<file path="config.mk">
export PLATFORM = sky130hd
export DESIGN_NAME = monitor_display7s
export DESIGN_NICKNAME = d
export VERILOG_FILES = /design/src/rtl/monitor_display7s_pkg.sv /design/src/rtl/monitor_display7s_decodificador_7s.sv /design/src/rtl/monitor_display7s.sv
export SDC_FILE = /design/constraint.sdc
export NUM_CORES = 1
export LEC_CHECK = 0
export CAP_MARGIN = 25
export CORE_MARGIN = 8
export CORE_UTILIZATION = 53
export CTS_CLUSTER_DIAMETER = 30
export DETAILED_ROUTE_END_ITERATION = 16
export GPL_TIMING_DRIVEN = 0
export HOLD_SLACK_MARGIN = 0.02
export PLACE_DENSITY = 0.87
export SLEW_MARGIN = 10
export SYNTH_ARGS = -nofsm -noshare
export SYNTH_HDL_FRONTEND = slang
export SYNTH_HIERARCHICAL = 1
export SYNTH_SLANG_ARGS = --single-unit
</file>
<file path="constraint.sdc">
create_clock -name clk -period 2.1 [get_ports clk]
set_input_delay 0.63 -clock clk [delete_from_list [all_inputs] [get_ports clk]]
set_output_delay 0.63 -clock clk [all_outputs]
set_load 0.01 [all_outputs]
</file>
<file path="src/rtl/monitor_display7s_pkg.sv">
// Shared definitions for the seven-segment adder monitor: glyph table,
// controller state encoding and the registered sample-vector layout.
package monitor_display7s_pkg;

    localparam int unsigned VEC_W = 22;

    localparam logic [6:0] GLIFO_0 = 7'h3F;
    localparam logic [6:0] GLIFO_1 = 7'h06;
    localparam logic [6:0] GLIFO_2 = 7'h5B;
    localparam logic [6:0] GLIFO_3 = 7'h4F;
    localparam logic [6:0] GLIFO_4 = 7'h66;
    localparam logic [6:0] GLIFO_5 = 7'h6D;
    localparam logic [6:0] GLIFO_6 = 7'h7D;
    localparam logic [6:0] GLIFO_7 = 7'h07;
    localparam logic [6:0] GLIFO_8 = 7'h7F;
    localparam logic [6:0] GLIFO_9 = 7'h6F;
    localparam logic [6:0] GLIFO_A = 7'h77;
    localparam logic [6:0] GLIFO_B = 7'h7C;
    localparam logic [6:0] GLIFO_C = 7'h39;
    localparam logic [6:0] GLIFO_D = 7'h5E;
    localparam logic [6:0] GLIFO_E = 7'h79;
    localparam logic [6:0] GLIFO_F = 7'h71;

    typedef enum logic [2:0] {
        ESPERA     = 3'd0,
        ESTABLE    = 3'd1,
        DECODIFICA = 3'd2,
        VERIFICA   = 3'd3,
        REPORTA    = 3'd4
    } estado_t;

    typedef struct packed {
        logic [6:0] x;
        logic [6:0] y;
        logic [6:0] r;
        logic       c;
    } muestra_t;

endpackage

</file>
<file path="src/rtl/monitor_display7s_decodificador_7s.sv">
// Combinational segment-pattern to hex-nibble decoder with invalid-glyph flag.
// Macro SEGMENTOS_ACTIVO_BAJO_EN selects common-anode (inverted) segment inputs.
module decodificador_7s
    import monitor_display7s_pkg::*;
(
    input  logic [6:0] segmentos,
    output logic [3:0] nibble,
    output logic       invalido
);

    logic [6:0] seg_s;

`ifdef SEGMENTOS_ACTIVO_BAJO_EN
    assign seg_s = ~segmentos;
`else
    assign seg_s = segmentos;
`endif

    // Glyph lookup; anything outside the 16 hex glyphs reads as 0 and is flagged
    always_comb begin
        nibble   = 4'h0;
        invalido = 1'b0;
        case (seg_s)
            GLIFO_0: nibble = 4'h0;
            GLIFO_1: nibble = 4'h1;
            GLIFO_2: nibble = 4'h2;
            GLIFO_3: nibble = 4'h3;
            GLIFO_4: nibble = 4'h4;
            GLIFO_5: nibble = 4'h5;
            GLIFO_6: nibble = 4'h6;
            GLIFO_7: nibble = 4'h7;
            GLIFO_8: nibble = 4'h8;
            GLIFO_9: nibble = 4'h9;
            GLIFO_A: nibble = 4'hA;
            GLIFO_B: nibble = 4'hB;
            GLIFO_C: nibble = 4'hC;
            GLIFO_D: nibble = 4'hD;
            GLIFO_E: nibble = 4'hE;
            GLIFO_F: nibble = 4'hF;
            default: begin
                nibble   = 4'h0;
                invalido = 1'b1;
            end
        endcase
    end

endmodule

</file>
<file path="src/rtl/monitor_display7s.sv">
// Monitors three seven-segment displays plus carry of an adder, waits for a stable
// vector, decodes and checks X+Y against the result, and reports it with handshake.
module monitor_display7s
    import monitor_display7s_pkg::*;
#(
    parameter int unsigned ESTABLE_CICLOS = 4,
    parameter int unsigned CONT_ANCHO     = 8
)(
    input  logic                  clk,
    input  logic                  rst_n,
    input  logic [6:0]            X_Display,
    input  logic [6:0]            Y_Display,
    input  logic [6:0]            Resultado_Display,
    input  logic                  CarriSalida,
    input  logic                  Listo,
    output logic                  Valido,
    output logic [3:0]            X_Dec,
    output logic [3:0]            Y_Dec,
    output logic [3:0]            Resultado_Dec,
    output logic                  Error,
    output logic                  PatronInvalido,
    output logic [CONT_ANCHO-1:0] ContOk,
    output logic [CONT_ANCHO-1:0] ContError
);

    localparam logic [7:0]            OBJETIVO = 8'(ESTABLE_CICLOS);
    localparam logic [CONT_ANCHO-1:0] CONT_MAX = {CONT_ANCHO{1'b1}};
    localparam logic [CONT_ANCHO-1:0] CONT_UNO = {{(CONT_ANCHO-1){1'b0}}, 1'b1};

    estado_t               estado_r, estado_s;
    muestra_t              muestra_r, ref_r, ref_s, ultimo_r;
    logic                  primero_r;
    logic [7:0]            cnt_r, cnt_s;
    logic                  estable_s, acepta_s, valido_r, valido_s;
    logic [3:0]            x_nib_s, y_nib_s, r_nib_s;
    logic                  x_inv_s, y_inv_s, r_inv_s;
    logic [3:0]            x_dec_r, y_dec_r, r_dec_r;
    logic                  inv_r, error_r;
    logic [CONT_ANCHO-1:0] ok_r, err_r;

    // The decoders always look at the held candidate, so input churn after stability is ignored
    decodificador_7s u_dec_x (.segmentos(ref_r.x), .nibble(x_nib_s), .invalido(x_inv_s));
    decodificador_7s u_dec_y (.segmentos(ref_r.y), .nibble(y_nib_s), .invalido(y_inv_s));
    decodificador_7s u_dec_r (.segmentos(ref_r.r), .nibble(r_nib_s), .invalido(r_inv_s));

    assign estable_s = (cnt_r >= OBJETIVO) ||
                       ((muestra_r == ref_r) && ((cnt_r + 8'd1) >= OBJETIVO));

    // Next-state and handshake decode
    always_comb begin
        estado_s = estado_r;
        cnt_s    = cnt_r;
        ref_s    = ref_r;
        valido_s = valido_r;
        acepta_s = 1'b0;
        case (estado_r)
            ESPERA: begin
                if (primero_r || (muestra_r != ultimo_r)) begin
                    estado_s = ESTABLE;
                    ref_s    = muestra_r;
                    cnt_s    = 8'd1;
                end else begin
                    estado_s = ESPERA;
                end
            end
            ESTABLE: begin
                if (estable_s) begin
                    // Settling back onto the last reported vector is not news
                    if (!primero_r && (ref_r == ultimo_r)) begin
                        estado_s = ESPERA;
                    end else begin
                        estado_s = DECODIFICA;
                    end
                end else if (muestra_r == ref_r) begin
                    cnt_s = cnt_r + 8'd1;
                end else begin
                    ref_s = muestra_r;
                    cnt_s = 8'd1;
                end
            end
            DECODIFICA: estado_s = VERIFICA;
            VERIFICA: begin
                estado_s = REPORTA;
                valido_s = 1'b1;
            end
            REPORTA: begin
                if (valido_r && Listo) begin
                    acepta_s = 1'b1;
                    valido_s = 1'b0;
                    estado_s = ESPERA;
                end else begin
                    estado_s = REPORTA;
                end
            end
            default: begin
                estado_s = ESPERA;
                valido_s = 1'b0;
            end
        endcase
    end

    // Controller state, sampling and stability tracking
    always_ff @(posedge clk or negedge rst_n) begin
        if (!rst_n) begin
            estado_r  <= ESPERA;
            muestra_r <= '0;
            ref_r     <= '0;
            cnt_r     <= 8'd0;
            valido_r  <= 1'b0;
        end else begin
            estado_r  <= estado_s;
            muestra_r <= {X_Display, Y_Display, Resultado_Display, CarriSalida};
            ref_r     <= ref_s;
            cnt_r     <= cnt_s;
            valido_r  <= valido_s;
        end
    end

    // Decoded report data, captured once per candidate and then held
    always_ff @(posedge clk or negedge rst_n) begin
        if (!rst_n) begin
            x_dec_r <= 4'h0;
            y_dec_r <= 4'h0;
            r_dec_r <= 4'h0;
            inv_r   <= 1'b0;
            error_r <= 1'b0;
        end else begin
            if (estado_r == DECODIFICA) begin
                x_dec_r <= x_nib_s;
                y_dec_r <= y_nib_s;
                r_dec_r <= r_nib_s;
                inv_r   <= x_inv_s | y_inv_s | r_inv_s;
            end
            if (estado_r == VERIFICA) begin
                error_r <= inv_r |
                           ({ref_r.c, r_dec_r} != ({1'b0, x_dec_r} + {1'b0, y_dec_r}));
            end
        end
    end

    // Acceptance bookkeeping: last reported vector and saturating outcome counters
    always_ff @(posedge clk or negedge rst_n) begin
        if (!rst_n) begin
            ultimo_r  <= '0;
            primero_r <= 1'b1;
            ok_r      <= '0;
            err_r     <= '0;
        end else if (acepta_s) begin
            ultimo_r  <= ref_r;
            primero_r <= 1'b0;
            if (error_r) begin
                if (err_r != CONT_MAX) err_r <= err_r + CONT_UNO;
            end else begin
                if (ok_r != CONT_MAX) ok_r <= ok_r + CONT_UNO;
            end
        end
    end

    assign Valido         = valido_r;
    assign X_Dec          = x_dec_r;
    assign Y_Dec          = y_dec_r;
    assign Resultado_Dec  = r_dec_r;
    assign Error          = error_r;
    assign PatronInvalido = inv_r;
    assign ContOk         = ok_r;
    assign ContError      = err_r;

endmodule

</file>
==> out/metrics.cfg <==
[layout]
design_area_mm2 = 0.00743
syn2layout_area_growth_pct = 20.3
drive_gt1_share_pct = 23.8
final_util_pct = 65.1
final_common_cell = dfrtp_1
fill_cells = 872
antennaDiodeCount = 0
nNetsFinal = 658
layout_common_cells = dfrtp_1, xor2_1, clkdlybuf4s50_1

[synth]
ys.flop_type = dfrtp_1
syn_area_mm2 = 0.00617
synth_xor_area_share_pct = 12.2
synthAdderAreaFrac_pct = 1.95
ys_warn_count = 6
synth_edf_count = 0
synth_top_family_by_area = simple AND/OR/NAND/NOR gates
synth_cell_types = 56
synth_area_per_cell_um2 = 11.4
synth_compound_area_share_pct = 8.25
syn-num-nets = 578
yosysSeqAreaShare_pct = 44.2
synthCells = 544
synth_mux_area_share_pct = 12.1
synth-simple-area-share_pct = 18.0
async_flop_share_pct = 100
ys_seq_elements = 109

[floorplanning]
start_util_pct = 54.1
ios = 56
die_area_mm2 = 0.0154
num_rows = 39
core_mm2 = 0.0114
die_w_um = 124
fp.dieH_um = 124

[setup_path]
path_class = flip-flop to flip-flop
crit_fanout = 10
startpoint_type = flip-flop
crit_required_ns = 2.34
crit_path_end_kind = flip-flop
worstPathArrival_ns = 2.59

[drt]
viasPerCell = 6.01
drt-wirelength-per-cell_um = 19.6
ant_nets = 0
vias = 4642
drt_wl_total_um = 15100
drt-initial-drc-count = 422
firstDrtPassIters = 5
drc = 0

[placed_design]
dp_slack_ns = -0.488
dpl.hpwl_um = 10300
gp_congestion = 0.895
placement.io_buffers = 55
placed_area_mm2 = 0.00693

[timing]
rsz0062_at_grt = yes
max_slew_margin_pct = 56.4
final-hold-violation-count = 0
drv_slew = 0
fmax_ghz = 0.425
worst_pin_slew_ns = 0.652
layout_setup_ws_ns = -0.250
finalSetupViolCount = 32
final.min_clock_period_ns = 2.35
skew_ns = 0.00892
finalCritPeriodShare_pct = 112

[power_and_ir_drop]
p_switching_w = 0.00405
swShare_pct = 41.4
p_per_area_mw_per_mm2 = 1320
seqPwrFrac_pct = 37.2
leakagePower_nw = 3.30
internal-power_w = 0.00573
p_comb_share_pct = 45.7
p_clk_share_pct = 17.1
peakVddDrop_uv = 588

[clock_network]
insertion_delay_ns = 0.36
clockBufferDepth = 2
cts_tree = built
path_clk_slew_ns = 0.07
cts.sinks = 109
htreeDepth = 3
cts_made_buffers = 9
root_buffer = clkbuf_16

[global_routing]
grt_max_degree = 95
grt_usage_pct = 19.9
grt_pass1_vias = 4719
antenna_found_initial = 0
grt_pass1_wl_um = 23800
grt_remaining_overflow = 0

[hold_path]
min_path_type = primary input to asynchronous set/reset pin

[run_status]
violations = negative setup slack
status = complete, but fails checks

[flow_run]
maxCapViolCount = 0

[registers in the layout, summed over array words and instances (netlist names), 3 cells and up]
register,count
estado_r,3
cnt_r,8
ref_r,22
muestra_r,22
ContError,8
ultimo_r,22
ContOk,8
Resultado_Dec,4
Y_Dec,4
X_Dec,4
[worst paths after layout]
check                        startpoint            to  slack, ns  cells past startpoint
setup / recovery            ultimo_r[3]      ref_r[3]      -0.25                      7
hold / removal                    rst_n      Y_Dec[1]       0.09                      1
setup reg to reg            ultimo_r[3]      ref_r[3]      -0.25                      7
hold reg to reg            ContError[4]  ContError[4]       0.50                      1
max in group asynchronous         rst_n      ref_r[3]       1.31                      2
min in group clk           ContError[4]  ContError[4]       0.50                      1
[final cells by class]
type | count | area, um^2 | area share [%]
sequential | 109 | 2740 | 36.8
clock buffer | 10 | 229 | 3.08
timing repair buffer | 69 | 677 | 9.11
multi-input combinational | 400 | 3340 | 44.9
clock inverter | 6 | 56.3 | 0.758
tap | 143 | 179 | 2.41
buffer | 28 | 190 | 2.56
inverter | 7 | 26.3 | 0.354
[synth_stat cells (4+ instances only)]
library cell  number  area [um^2]
o211a_1            4         40.0
dfrtp_1          108         2700
buf_2             13         65.1
nand2_1           24         90.1
buf_6              5         56.3
ha_1               8          100
nor2_1            20         75.1
and3b_1            6         52.6
a21oi_1           17         85.1
mux2_2            36          405
mux2_4            20          300
a31oi_1            4         25.0
o22ai_1            6         37.5
xor2_1            54          473
nand4b_1           9         78.8
nand3_1           17         85.1
nor2b_1            9         56.3
buf_4              6         45.0
nand3b_1           4         30.0
inv_1              7         26.3
o211ai_2           6         75.1
mux2i_1            4         40.0
nor4_1            20          125
o21ai_0           15         75.1
nor3_1            11         55.1
nor3b_1            7         52.6
clkbuf_1           4         15.0
nand4_1           11         68.8
xnor2_1           32          280
nand2b_1           8         50.1
[logic make-up after synthesis]
group	Yosys count
xor gates and xnor gates	86
AOI/OAI and AO/OA	70
adders and majority gates	9
DFF	109
and+or+nand+nor	175
muxes	60
buffers and inverters	35
[layer usage]
layer | wire, um | GRT usage, % | up-vias | part of all wire (%)
met2 | 7420 | 33.7 | 164 | 49
met5 | 0 | 0 | - | 0
met1 | 6400 | 24.0 | 2319 | 42
met3 | 784 | 4.03 | 37 | 5.2
met4 | 494 | 9.37 | 0 | 3.3
li1 | - | - | 2122 | -
[power groups by stage]
stage          Combinational [W]  Clock, W  Sequential, W
2_1_floorplan            0.00318         0        0.00339
3_3_place_gp             0.00406         0        0.00355
3_5_place_dp             0.00421         0        0.00362
4_1_cts                  0.00430   0.00169        0.00360
5_1_grt                  0.00482   0.00177        0.00374
6_report                 0.00447   0.00167        0.00364
[worst max-delay path: stages (launching register included)]
cell and delay [ns]:
dfrtp_1 0.43, nor2b_1 0.16, nor4_1 0.37, nand3_2 0.23, nor4_4 0.43, a211oi_4 0.11, buf_6 0.20, mux2_4 0.30
[timing repair]
item | CTS | global route
pin swaps | 6 | 9
hold endpoints to repair | 0 | 0
setup endpoints to repair | 54 | 41
gates cloned | 0 | 1
setup buffers | 3 | 10
hold buffers | 0 | 0
gates resized for setup | 10 | 21
[stage by stage]
| stage | power [W] | hold WS (ns) | std cells | setup TNS, ns |
|---|---|---|---|---|
| 2_1_floorplan | 0.00657 | 0.334 | 544 | 0 |
| 3_3_place_gp | 0.00761 | 0.475 | 742 | -404.90 |
| 3_5_place_dp | 0.00783 | 0.473 | 743 | -15.80 |
| 4_1_cts | 0.00959 | 0.0865 | 762 | -3.16 |
| 5_1_grt | 0.0103 | 0.0916 | 772 | -9.37 |
| 6_report | 0.00978 | 0.0893 | 772 | -5.68 |
No activity file was read; power rests on OpenSTA's default activity.
